## src/rtl/qspi_ram_sysclk_if.sv

```systemverilog
// qspi_ram_sysclk_if: pin and debug bundle for the system-clock QSPI RAM.
// Signals:
//   spi_clk, spi_select, spi_d_in[3:0]  host -> peripheral SPI pins
//   spi_d_out[3:0], spi_d_oe[3:0]       peripheral -> host data and per-pin enable
//   debug_addr                          debug read address
//   debug_data[7:0]                     registered RAM byte at debug_addr
// Modports: master (host/bench side), slave (peripheral side).
interface qspi_ram_sysclk_if #(
  parameter int RAM_LEN_BITS = 6
);
  logic                    spi_clk;
  logic                    spi_select;
  logic [3:0]              spi_d_in;
  logic [3:0]              spi_d_out;
  logic [3:0]              spi_d_oe;
  logic [RAM_LEN_BITS-1:0] debug_addr;
  logic [7:0]              debug_data;

  modport master (
    output spi_clk, spi_select, spi_d_in, debug_addr,
    input  spi_d_out, spi_d_oe, debug_data
  );

  modport slave (
    input  spi_clk, spi_select, spi_d_in, debug_addr,
    output spi_d_out, spi_d_oe, debug_data
  );
endinterface

```

## src/rtl/qspi_ram_sysclk.sv

```systemverilog
// qspi_ram_sysclk: oversampled SPI/QSPI byte-RAM peripheral clocked only by clk.
// The SPI pins are synchronised into clk, spi_clk edges are detected there, and
// single/quad read and write commands are decoded against a 2^RAM_LEN_BITS byte RAM.
// Ports:
//   clk    system clock (the only clock)
//   rst_n  asynchronous active-low reset
//   bus    slave modport: SPI pins (spi_clk, spi_select, spi_d_in -> spi_d_out,
//          spi_d_oe) and the debug read port (debug_addr -> debug_data, registered)
//
// state | meaning
// IDLE  | deselected, waiting for synchronised select low
// CMD   | shifting 8 command bits in on D0
// ADDR  | shifting 24 address bits in on D0, low RAM_LEN_BITS kept
// DUMMY | counting dummy sclk rises before read data
// READ  | driving bits (D1) or nibbles (D3..D0) on sclk fall
// WRITE | assembling bytes on sclk rise, committing each full byte
// BAD   | unknown command, ignore traffic until deselect
module qspi_ram_sysclk #(
  parameter int RAM_LEN_BITS    = 6,
  parameter int FAST_READ_DELAY = 2,
  parameter int FAST_DUMMY_1BIT = 8
) (
  input logic              clk,
  input logic              rst_n,
  qspi_ram_sysclk_if.slave bus
);

  typedef enum logic [2:0] {
    ST_IDLE, ST_CMD, ST_ADDR, ST_DUMMY, ST_READ, ST_WRITE, ST_BAD
  } state_t;

  localparam int RAM_BYTES = 1 << RAM_LEN_BITS;
  localparam logic [3:0] DLY_QUAD   = 4'(FAST_READ_DELAY);
  localparam logic [3:0] DLY_SINGLE = 4'(FAST_DUMMY_1BIT);
  localparam logic [RAM_LEN_BITS-1:0] ADDR_ONE = RAM_LEN_BITS'(1);

  logic       sclk_s1, sclk_s2, sclk_prev;
  logic       sel_s1, sel_s2;
  logic [3:0] din_s1, din_s2;
  logic       sclk_rise, sclk_fall;

  state_t                  state;
  logic [4:0]              cnt;
  logic [7:0]              shreg;
  logic [RAM_LEN_BITS-1:0] addr;
  logic                    quad;
  logic                    wr_mode;
  logic [3:0]              dly;
  logic [3:0]              d_out;
  logic [3:0]              d_oe;

  logic [7:0]              ram [RAM_BYTES];
  logic                    ram_we;
  logic [RAM_LEN_BITS-1:0] ram_waddr;
  logic [7:0]              ram_wdata;
  logic [7:0]              dbg_q;

  logic [7:0]              bit_next;
  logic [7:0]              wr_byte;
  logic [RAM_LEN_BITS-1:0] addr_next;
  logic [RAM_LEN_BITS-1:0] addr_inc;
  logic                    unit_last;

  assign sclk_rise = sclk_s2 & ~sclk_prev;
  assign sclk_fall = ~sclk_s2 & sclk_prev;
  assign bit_next  = {shreg[6:0], din_s2[0]};
  assign wr_byte   = quad ? {shreg[3:0], din_s2} : bit_next;
  // Only the low address bits are kept; the upper 24-bit address bits fall off the top.
  assign addr_next = {addr[RAM_LEN_BITS-2:0], din_s2[0]};
  assign addr_inc  = addr + ADDR_ONE;
  // A byte is 2 nibbles in quad mode, 8 bits in single mode.
  assign unit_last = quad ? (cnt == 5'd1) : (cnt == 5'd7);

  assign bus.spi_d_out  = d_out;
  assign bus.spi_d_oe   = d_oe;
  assign bus.debug_data = dbg_q;

  always_ff @(posedge clk or negedge rst_n) begin
    if (!rst_n) begin
      sclk_s1   <= 1'b0;
      sclk_s2   <= 1'b0;
      sclk_prev <= 1'b0;
      sel_s1    <= 1'b0;
      sel_s2    <= 1'b0;
      din_s1    <= '0;
      din_s2    <= '0;
    end else begin
      sclk_s1   <= bus.spi_clk;
      sclk_s2   <= sclk_s1;
      sclk_prev <= sclk_s2;
      sel_s1    <= bus.spi_select;
      sel_s2    <= sel_s1;
      din_s1    <= bus.spi_d_in;
      din_s2    <= din_s1;
    end
  end

  always_ff @(posedge clk or negedge rst_n) begin
    if (!rst_n) begin
      state     <= ST_IDLE;
      cnt       <= '0;
      shreg     <= '0;
      addr      <= '0;
      quad      <= 1'b0;
      wr_mode   <= 1'b0;
      dly       <= '0;
      d_out     <= '0;
      d_oe      <= '0;
      ram_we    <= 1'b0;
      ram_waddr <= '0;
      ram_wdata <= '0;
    end else begin
      ram_we <= 1'b0;
      if (sel_s2) begin
        // Deselect drops any partial byte; RAM and address are left alone.
        state <= ST_IDLE;
        cnt   <= '0;
        shreg <= '0;
        d_oe  <= '0;
      end else begin
        case (state)
          ST_IDLE: begin
            state <= ST_CMD;
            cnt   <= '0;
            shreg <= '0;
          end
          ST_CMD: if (sclk_rise) begin
            if (cnt == 5'd7) begin
              cnt     <= '0;
              shreg   <= '0;
              state   <= ST_ADDR;
              quad    <= 1'b0;
              wr_mode <= 1'b0;
              dly     <= '0;
              case (bit_next)
                8'h03: ;
                8'h0B: dly <= DLY_SINGLE;
                8'h6B: begin quad <= 1'b1; dly <= DLY_QUAD; end
                8'h02: wr_mode <= 1'b1;
                8'h32: begin wr_mode <= 1'b1; quad <= 1'b1; end
                default: state <= ST_BAD;
              endcase
            end else begin
              cnt   <= cnt + 5'd1;
              shreg <= bit_next;
            end
          end
          ST_ADDR: if (sclk_rise) begin
            addr <= addr_next;
            if (cnt == 5'd23) begin
              cnt <= '0;
              if (wr_mode) begin
                state <= ST_WRITE;
                shreg <= '0;
              end else if (dly == 4'd0) begin
                state <= ST_READ;
                shreg <= ram[addr_next];
              end else begin
                state <= ST_DUMMY;
              end
            end else begin
              cnt <= cnt + 5'd1;
            end
          end
          ST_DUMMY: if (sclk_rise) begin
            if ((cnt + 5'd1) == {1'b0, dly}) begin
              cnt   <= '0;
              state <= ST_READ;
              shreg <= ram[addr];
            end else begin
              cnt <= cnt + 5'd1;
            end
          end
          ST_READ: if (sclk_fall) begin
            d_oe  <= quad ? 4'b1111 : 4'b0010;
            d_out <= quad ? shreg[7:4] : {2'b00, shreg[7], 1'b0};
            if (unit_last) begin
              // Prefetch the following byte so consecutive bytes stream without a gap.
              cnt   <= '0;
              addr  <= addr_inc;
              shreg <= ram[addr_inc];
            end else begin
              cnt   <= cnt + 5'd1;
              shreg <= quad ? {shreg[3:0], 4'b0000} : {shreg[6:0], 1'b0};
            end
          end
          ST_WRITE: if (sclk_rise) begin
            if (unit_last) begin
              ram_we    <= 1'b1;
              ram_waddr <= addr;
              ram_wdata <= wr_byte;
              addr      <= addr_inc;
              cnt       <= '0;
              shreg     <= '0;
            end else begin
              cnt   <= cnt + 5'd1;
              shreg <= wr_byte;
            end
          end
          ST_BAD: ;
          default: state <= ST_IDLE;
        endcase
      end
    end
  end

  // RAM contents survive reset on purpose.
  always_ff @(posedge clk) begin
    if (ram_we) ram[ram_waddr] <= ram_wdata;
  end

  // Reads the pre-write value when a commit lands on the same address this cycle.
  always_ff @(posedge clk or negedge rst_n) begin
    if (!rst_n) dbg_q <= '0;
    else        dbg_q <= ram[bus.debug_addr];
  end

endmodule
```

## src/flat_wrapper.sv

```systemverilog
// flat-port wrapper written by rule: the top's interface ports become plain ports
module qspi_ram_sysclk_flat 
#(
  parameter int RAM_LEN_BITS    = 6,
  parameter int FAST_READ_DELAY = 2,
  parameter int FAST_DUMMY_1BIT = 8
)
  (clk, rst_n, bus_spi_clk, bus_spi_select, bus_spi_d_in, bus_debug_addr, bus_spi_d_out, bus_spi_d_oe, bus_debug_data);
  qspi_ram_sysclk_if #(.RAM_LEN_BITS(RAM_LEN_BITS)) bus_i ();
  input logic clk;
  input logic rst_n;
  input wire logic [$bits(bus_i.spi_clk)-1:0] bus_spi_clk;
  input wire logic [$bits(bus_i.spi_select)-1:0] bus_spi_select;
  input wire logic [$bits(bus_i.spi_d_in)-1:0] bus_spi_d_in;
  input wire logic [$bits(bus_i.debug_addr)-1:0] bus_debug_addr;
  output wire logic [$bits(bus_i.spi_d_out)-1:0] bus_spi_d_out;
  output wire logic [$bits(bus_i.spi_d_oe)-1:0] bus_spi_d_oe;
  output wire logic [$bits(bus_i.debug_data)-1:0] bus_debug_data;
  assign bus_i.spi_clk = bus_spi_clk;
  assign bus_i.spi_select = bus_spi_select;
  assign bus_i.spi_d_in = bus_spi_d_in;
  assign bus_i.debug_addr = bus_debug_addr;
  assign bus_spi_d_out = bus_i.spi_d_out;
  assign bus_spi_d_oe = bus_i.spi_d_oe;
  assign bus_debug_data = bus_i.debug_data;
  qspi_ram_sysclk #(.RAM_LEN_BITS(RAM_LEN_BITS), .FAST_READ_DELAY(FAST_READ_DELAY), .FAST_DUMMY_1BIT(FAST_DUMMY_1BIT)) u_core (.clk(clk), .rst_n(rst_n), .bus(bus_i));
endmodule
```

## config.mk

```make
export PLATFORM = sky130hd
export DESIGN_NAME = qspi_ram_sysclk_flat
export DESIGN_NICKNAME = d
export VERILOG_FILES = /design/src/rtl/qspi_ram_sysclk_if.sv /design/src/rtl/qspi_ram_sysclk.sv /design/src/flat_wrapper.sv
export SDC_FILE = /design/constraint.sdc
export NUM_CORES = 1
export LEC_CHECK = 0
export ABC_CLOCK_PERIOD_IN_PS = 4500
export BUFFER_PORTS_ARGS = -buffer_cell sky130_fd_sc_hd__buf_2
export CORE_ASPECT_RATIO = 1.5
export CORE_MARGIN = 2
export CORE_UTILIZATION = 27
export CTS_CLUSTER_DIAMETER = 60
export DETAILED_ROUTE_END_ITERATION = 6
export GPL_TIMING_DRIVEN = 0
export PLACE_DENSITY = 0.4
export SLEW_MARGIN = 15
export SYNTH_ARGS = -nofsm -noshare
export SYNTH_HDL_FRONTEND = slang
export SYNTH_SLANG_ARGS = --single-unit
```

## constraint.sdc

```tcl
create_clock -name clk -period 4.5 [get_ports clk]
set_input_delay 1.125 -clock clk [delete_from_list [all_inputs] [get_ports clk]]
set_output_delay 1.125 -clock clk [all_outputs]
set_load 0.005 [all_outputs]
```

# [Word-level counts from Yosys, hierarchy flattened]
# Memory sizes are Yosys's and may differ from the RTL's. A register that Yosys moved wholly into a read port is not among the register bits.
# Cells that the tools add are included.
[totals] register_bits=64 ramBits=512 input_bits=14 out_inout_bits=16 wordCells=132 mem_count=1
[mem_list] memory="u_core.ram" depth=64 width=8 read_ports=4 rd_ports_with_merged_regs=1 wr=1 line="qspi_ram_sysclk.sv:52" rtl="logic [7:0] ram [RAM_BYTES];"
[op_classes] n_addsub=2 eq_ne=28 n_mux=58 bitwise_logic=5 reduce_logical=19
[ops] operator="8-bit two-way mux" count=15
[ops] operator="5-bit two-way mux" count=10
[ops] operator="8-bit case mux with 6 select lines" count=1
[ops] operator="3-bit two-way mux" count=10
[ops] operator="5-bit case mux with 6 select lines" count=1
[ops] operator="6-bit two-way mux" count=4
[ops] operator="3-bit by 1-bit inequality test with 1-bit output, second input constant" count=8
[ops] operator="4-bit two-way mux" count=5
[ops] operator="6-bit case mux with 3 select lines" count=1
[ops] operator="8-bit by 2-bit equality test with 1-bit output, second input constant" count=2
[ops] operator="3-bit case mux with 5 select lines" count=1
[ops] operator="3-bit equality test, second input constant" count=3
[ops] operator="1-bit two-way mux" count=9
[ops] operator="9-bit AND reduction" count=1
[ops] operator="8-bit by 4-bit equality test with 1-bit output, second input constant" count=1
[ops] operator="8-bit by 6-bit equality test with 1-bit output, second input constant" count=1
[ops] operator="8-bit by 7-bit equality test with 1-bit output, second input constant" count=1
[ops] operator="2-bit by 1-bit inequality test with 1-bit output, second input constant" count=4
[ops] operator="4-bit case mux with 2 select lines" count=1
[ops] operator="4-bit AND reduction" count=2
[ops] operator="7-bit AND reduction" count=1
[ops] operator="7-bit nonzero test" count=1
[ops] operator="6-bit by 1-bit adder with 6-bit output, second input constant" count=1
[ops] operator="3-bit by 2-bit equality test with 1-bit output, second input constant" count=2
[ops] operator="other kinds (21)" count=26

# [Logic depth before layout (Yosys ltp)]
[depth] depth_word=7 ltp_mapped=13 depth_no_buf=9

# [Least setup slack after synthesis]
# Ideal clock, no wire load.
[synth_timing] path_kind="input -> register" from="input bus_debug_addr[1]" to="register u_core.dbg_q[7] (netlist: u_core.bus.debug_data[7]) (read register of u_core.ram)" setup_ps=138 t_arrival_ps=3393 required_time_ps=4362 slack_ps=969 path_stages=6 path_buffers=3 path_cell_list="clkbuf_1 > buf_1 > buf_1 > mux4_2 > mux4_2 > mux4_2"
[synth_lines] item="from (decl)" line="flat_wrapper.sv:15" rtl="input wire logic [$bits(bus_i.debug_addr)-1:0] bus_debug_addr;"
[synth_lines] item="to (decl)" line="qspi_ram_sysclk.sv:56" rtl="logic [7:0] dbg_q;"

# [Worst setup path in the final report]
[layout_timing] from="register u_core.addr[0]" to="register u_core.shreg[1]"
[layout_between] elab_chain_cells=7 word_cells_on_any_way=12 cone_classes="add/sub: 1; mux: 10; memory: 1"
[layout_rtl] item="from (decl)" line="qspi_ram_sysclk.sv:45" rtl="logic [RAM_LEN_BITS-1:0] addr;"
[layout_rtl] item="from (signal assigned)" line="qspi_ram_sysclk.sv:149" rtl="addr <= addr_next;"
[layout_rtl] item="from (signal assigned)" line="qspi_ram_sysclk.sv:180" rtl="addr <= addr_inc;"
[layout_rtl] item="from (signal assigned)" line="qspi_ram_sysclk.sv:192" rtl="addr <= addr_inc;"
[layout_rtl] item="memory read 64 x 8 bit *"
[layout_rtl] item="8-bit two-way mux" line="qspi_ram_sysclk.sv:155" rtl="end else if (dly == 4'd0) begin"
[layout_rtl] item="8-bit two-way mux" line="qspi_ram_sysclk.sv:152" rtl="if (wr_mode) begin"
[layout_rtl] item="8-bit two-way mux" line="qspi_ram_sysclk.sv:150" rtl="if (cnt == 5'd23) begin"
[layout_rtl] item="8-bit two-way mux" line="qspi_ram_sysclk.sv:148" rtl="ST_ADDR: if (sclk_rise) begin"
[layout_rtl] item="8-bit case mux with 6 select lines *" line="qspi_ram_sysclk.sv:121" rtl="case (state)"
[layout_rtl] item="8-bit two-way mux *" line="qspi_ram_sysclk.sv:114" rtl="if (sel_s2) begin"
[layout_rtl] item="to (signal assigned)" line="qspi_ram_sysclk.sv:145" rtl="shreg <= bit_next;"
[layout_rtl] item="to (signal assigned)" line="qspi_ram_sysclk.sv:157" rtl="shreg <= ram[addr_next];"
[layout_rtl] item="to (signal assigned)" line="qspi_ram_sysclk.sv:169" rtl="shreg <= ram[addr];"
[layout_rtl] item="to (decl)" line="qspi_ram_sysclk.sv:44" rtl="logic [7:0] shreg;"
# Every way passes the cells marked *; elsewhere a longest branch is shown, timed or not. The select of a mux whose other input is x is not followed.
# A chain may end at the register's enable or synchronous reset.

==> flow_metrics.py <==
metrics = {
    "status": {
        "status": "finished with violations",
        "violations": "DRC, setup timing",
    },
    "floorplanning": {
        "fp.dieH_um": 450,
        "die_x_um": 301,
        "initial_core_util": 0.272,
        "io_pins": 30,
        "die-area_mm2": 0.135,
        "fp.coreArea_mm2": 0.132,
        "rows": 163,
    },
    "yosys": {
        "synth_seq_area_share": 0.477,
        "yosys.area_share.simple": 0.0610,
        "synth_top_area_share": 0.430,
        "synth_flop_cell": "edfxtp_1",
        "yosys_warnings": 0,
        "synth_top_family_by_area": "multiplexers",
        "async_reset_ff_frac": 0.117,
        "synth_fa_ha_area_frac": 0.00105,
        "synthXorXnorAreaFrac": 0.00346,
        "ys_ff_latch": 580,
        "synth_nets": 2266,
        "synth_edf_count": 512,
        "syn_inst": 2249,
        "synth_mux_area_frac": 0.368,
        "synth_compound_area_frac": 0.0566,
        "synth_area_leaders": "edfxtp_1 43%, mux4_2 33%, dfrtp_1 4.8%",
        "syn-cell-area_mm2": 0.0358,
        "yosysUniqueCellTypes": 64,
        "syn_area_per_cell_um2": 15.9,
        "yosysTopAreaCell": "edfxtp_1",
    },
    "hold_path": {
        "min_path_type": "register to register",
        "hold_end": "u_core.din_s2[3]",
        "hold_path_depth": 0,
        "hold_start": "u_core.din_s1[3]",
    },
    "routing": {
        "drtAntennaViolNets": 0,
        "dr.first_iter.drc_count": 4596,
        "vias": 28300,
        "wl_met2_um": 106000,
        "drt-met1-wl_um": 78900,
        "wl_met3_um": 22300,
        "vias_per_cell": 6.71,
        "drtPass1Iterations": 7,
        "routed_wl_um": 231000,
        "wl_per_cell_um": 54.7,
        "drc": 15,
        "top_layer": "met5",
    },
    "worst_setup_path": {
        "cpMaxStageDelayCell": "o211ai_1",
        "reg2reg_depth": 10,
        "slowest_delay_ns": 0.91,
        "crit_chain": "ha_1 -> buf_2 -> buf_2 -> buf_4 -> mux4_2 -> mux2i_1 -> o211ai_1 -> a31o_2 -> o2111ai_1 -> a31oi_1",
        "worstPathRequired_ns": 5.08,
        "cp-end-kind": "register",
        "cp-start-kind": "register",
        "criticalPathCategory": "register to register",
        "cp.arrival_ns": 5.23,
        "r2r_slack_ns": -0.16,
        "cp_common_cell": "buf_2",
        "r2r_start": "u_core.addr[0]",
        "r2r_end": "u_core.shreg[1]",
        "critPathMaxFanout": 10,
    },
    "layout": {
        "area_delta_synth_final_pct": 18.0,
        "nNetsFinal": 2427,
        "drive_gt1_frac": 0.418,
        "fin_area_mm2": 0.0422,
        "fin_util": 0.321,
    },
    "grt": {
        "grt_pass1_wl_um": 293000,
        "grt.total_usage": 0.339,
        "overflow": 0,
        "antenna_found_initial": 28,
        "grt_max_degree": 66,
        "first_global_vias": 27100,
    },
    "timing": {
        "grt_setup_unrepaired": "false",
        "hold_violations": 0,
        "drv_slew": 0,
        "fin_skew_ns": 0.0307,
        "setup_ws_ns": -0.156,
        "fmax_ghz": 0.215,
        "timing.hold.ws_ns": 0.352,
        "worst_slew_pin_slew_ns": 1.41,
        "finalCritPeriodShare": 1.03,
        "setup_viol": 4,
        "slew_headroom": 0.0629,
        "period_minus_slack_ns": 4.66,
    },
    "place": {
        "hpwl_um": 169000,
        "gp_congestion": 1.03,
        "dpl_cell_area_mm2": 0.0394,
        "port_buffers": 24,
    },
    "pwr": {
        "power.density_mw_per_mm2": 508,
        "vdd_drop_max_mv": 0.294,
        "p_leak_uw": 0.0113,
    },
    "cts": {
        "clk_pin_slew_worst_paths_ns": 0.06,
        "clock-sinks": 580,
        "cts.path.max_buffers": 3,
        "ctsHtreeMaxLevel": 3,
        "clock_latency_ns": 0.72,
        "cts_tree": "yes",
        "cts_hold_buf": 0,
        "clockRootBuffer": "clkbuf_16",
        "cts-buffers-inserted": 74,
    },
    "job": {
        "maxCapViolations": 0,
    },
}
## placed cells by master, fill, tap and decap left out, types with 11 or more instances in the layout
master       n
buf_4       57
buf_2       80
nor2b_1     19
buf_16      14
clkbuf_16   77
mux4_2     525
mux2_2      28
nand4_1     21
a22oi_1     42
o22ai_1     17
inv_1       14
o2111ai_1   11
nor2_2      64
clkinv_2    14
a211oi_1    14
o21ai_0     42
dfrtp_1     60
o221ai_1    11
clkbuf_1    55
clkbuf_2    36
o211ai_1    11
diode_2     19
edfxtp_1   512
nand2_1    129
a21oi_1     66
buf_8       20
nor3_1      21
a31oi_1     24
nor2_1      69
nand3_1     53
nand2b_1    15
mux2i_1    104
buf_6       28
## critical path, delay by kind of cell (launching register included)
family / cells / cell delay [ns]
fa+ha+maj: 1 / 0.34
flops: 1 / 0.40
compound gates: 4 / 1.75
buf+inv: 3 / 1.60
mux: 2 / 0.34
## what timing repair did
| item | 4_1_cts | 5_1_grt |
|---|---|---|
| gates resized for setup | 44 | 14 |
| buffers inserted | 0 | 6 |
| pin swaps | 3 | 3 |
| setup endpoints to repair | 14 | 6 |
## flip-flops by register name, summed over array words and instances (netlist names), 2 cells and up
name                   cells
u_core.ram               512
u_core.bus.debug_data      8
u_core.ram_wdata           8
u_core.shreg               8
u_core.addr                6
u_core.ram_waddr           6
u_core.cnt                 5
u_core.bus.spi_d_out       4
u_core.din_s1              4
u_core.din_s2              4
u_core.state               3
u_core.bus.spi_d_oe        2
u_core.dly                 2
## cell families (layout without fill, tap and decap cells)
kind of cell,count (synthesis),count (layout)
flops,580,580
xor+xnor,12,12
other cells,0,19
simple gates,461,461
buf+inv,233,454
compound gates,303,303
mux,657,657
fa+ha+maj,3,3
## cell usage after synthesis (all sizes together), types with 21 or more instances
cell / n
nor2: 135
clkbuf: 85
o21ai: 46
nand2: 129
nand4: 21
a31oi: 26
nor3: 28
mux2i: 104
nand3: 53
edfxtp: 512
mux2: 28
a22oi: 42
dfrtp: 68
buf: 133
mux4: 525
a21oi: 66
## worst max path at each step
stage	from	endpoint	slack (ns)
floorplan	bus_debug_addr[1]	u_core.bus.debug_data[7]	0.97
global placement	u_core.addr[4]	u_core.shreg[7]	-2.18
detailed placement	bus_debug_addr[0]	u_core.bus.debug_data[1]	-1.23
CTS	u_core.addr[0]	u_core.shreg[7]	0.001
global route	u_core.din_s2[0]	u_core.shreg[1]	0.002
finish	u_core.addr[0]	u_core.shreg[1]	-0.16
## layer usage
| metal | up-vias | global-route usage |
|---|---|---|
| met5 | - | 0 |
| met4 | 10 | 0.294 |
| met3 | 737 | 0.0987 |
| met2 | 2425 | 0.520 |
| met1 | 15200 | 0.384 |
| li1 | 9954 | - |
## stage by stage
stage / cells / TNS [ns] / setup slack (ns) / total power (uW)
3_3_place_gp: 4005 / -26.20 / -2.18 / 14600
6_report: 4221 / -0.453 / -0.156 / 21400
5_1_grt: 4204 / 0 / 0.00199 / 21400
3_5_place_dp: 4062 / -10.36 / -1.23 / 14700
4_1_cts: 4197 / 0 / 0.000953 / 21100
2_1_floorplan: 2249 / 0 / 0.969 / 9870
## power breakdown
group          internal [uW]  switching [uW]  total, uW  leakage (uW)
logic                   2270            6880       9150       0.00564
registers               5830            63.7       5900       0.00443
clock network           3700            2690       6390       0.00121
total                  11800            9630      21400        0.0113
## area by class of cell
cell class,instances,area [um^2]
clock buffer,88,1990
inverter,15,57.6
timing repair buffer,87,1160
clock inverter,48,518
sequential,580,17100
tap,1732,2170
antenna,19,47.5
buffer,216,1260
multi-input combinational,1436,17900
fill,12800,89300
No activity file was read; power rests on OpenSTA's default activity.
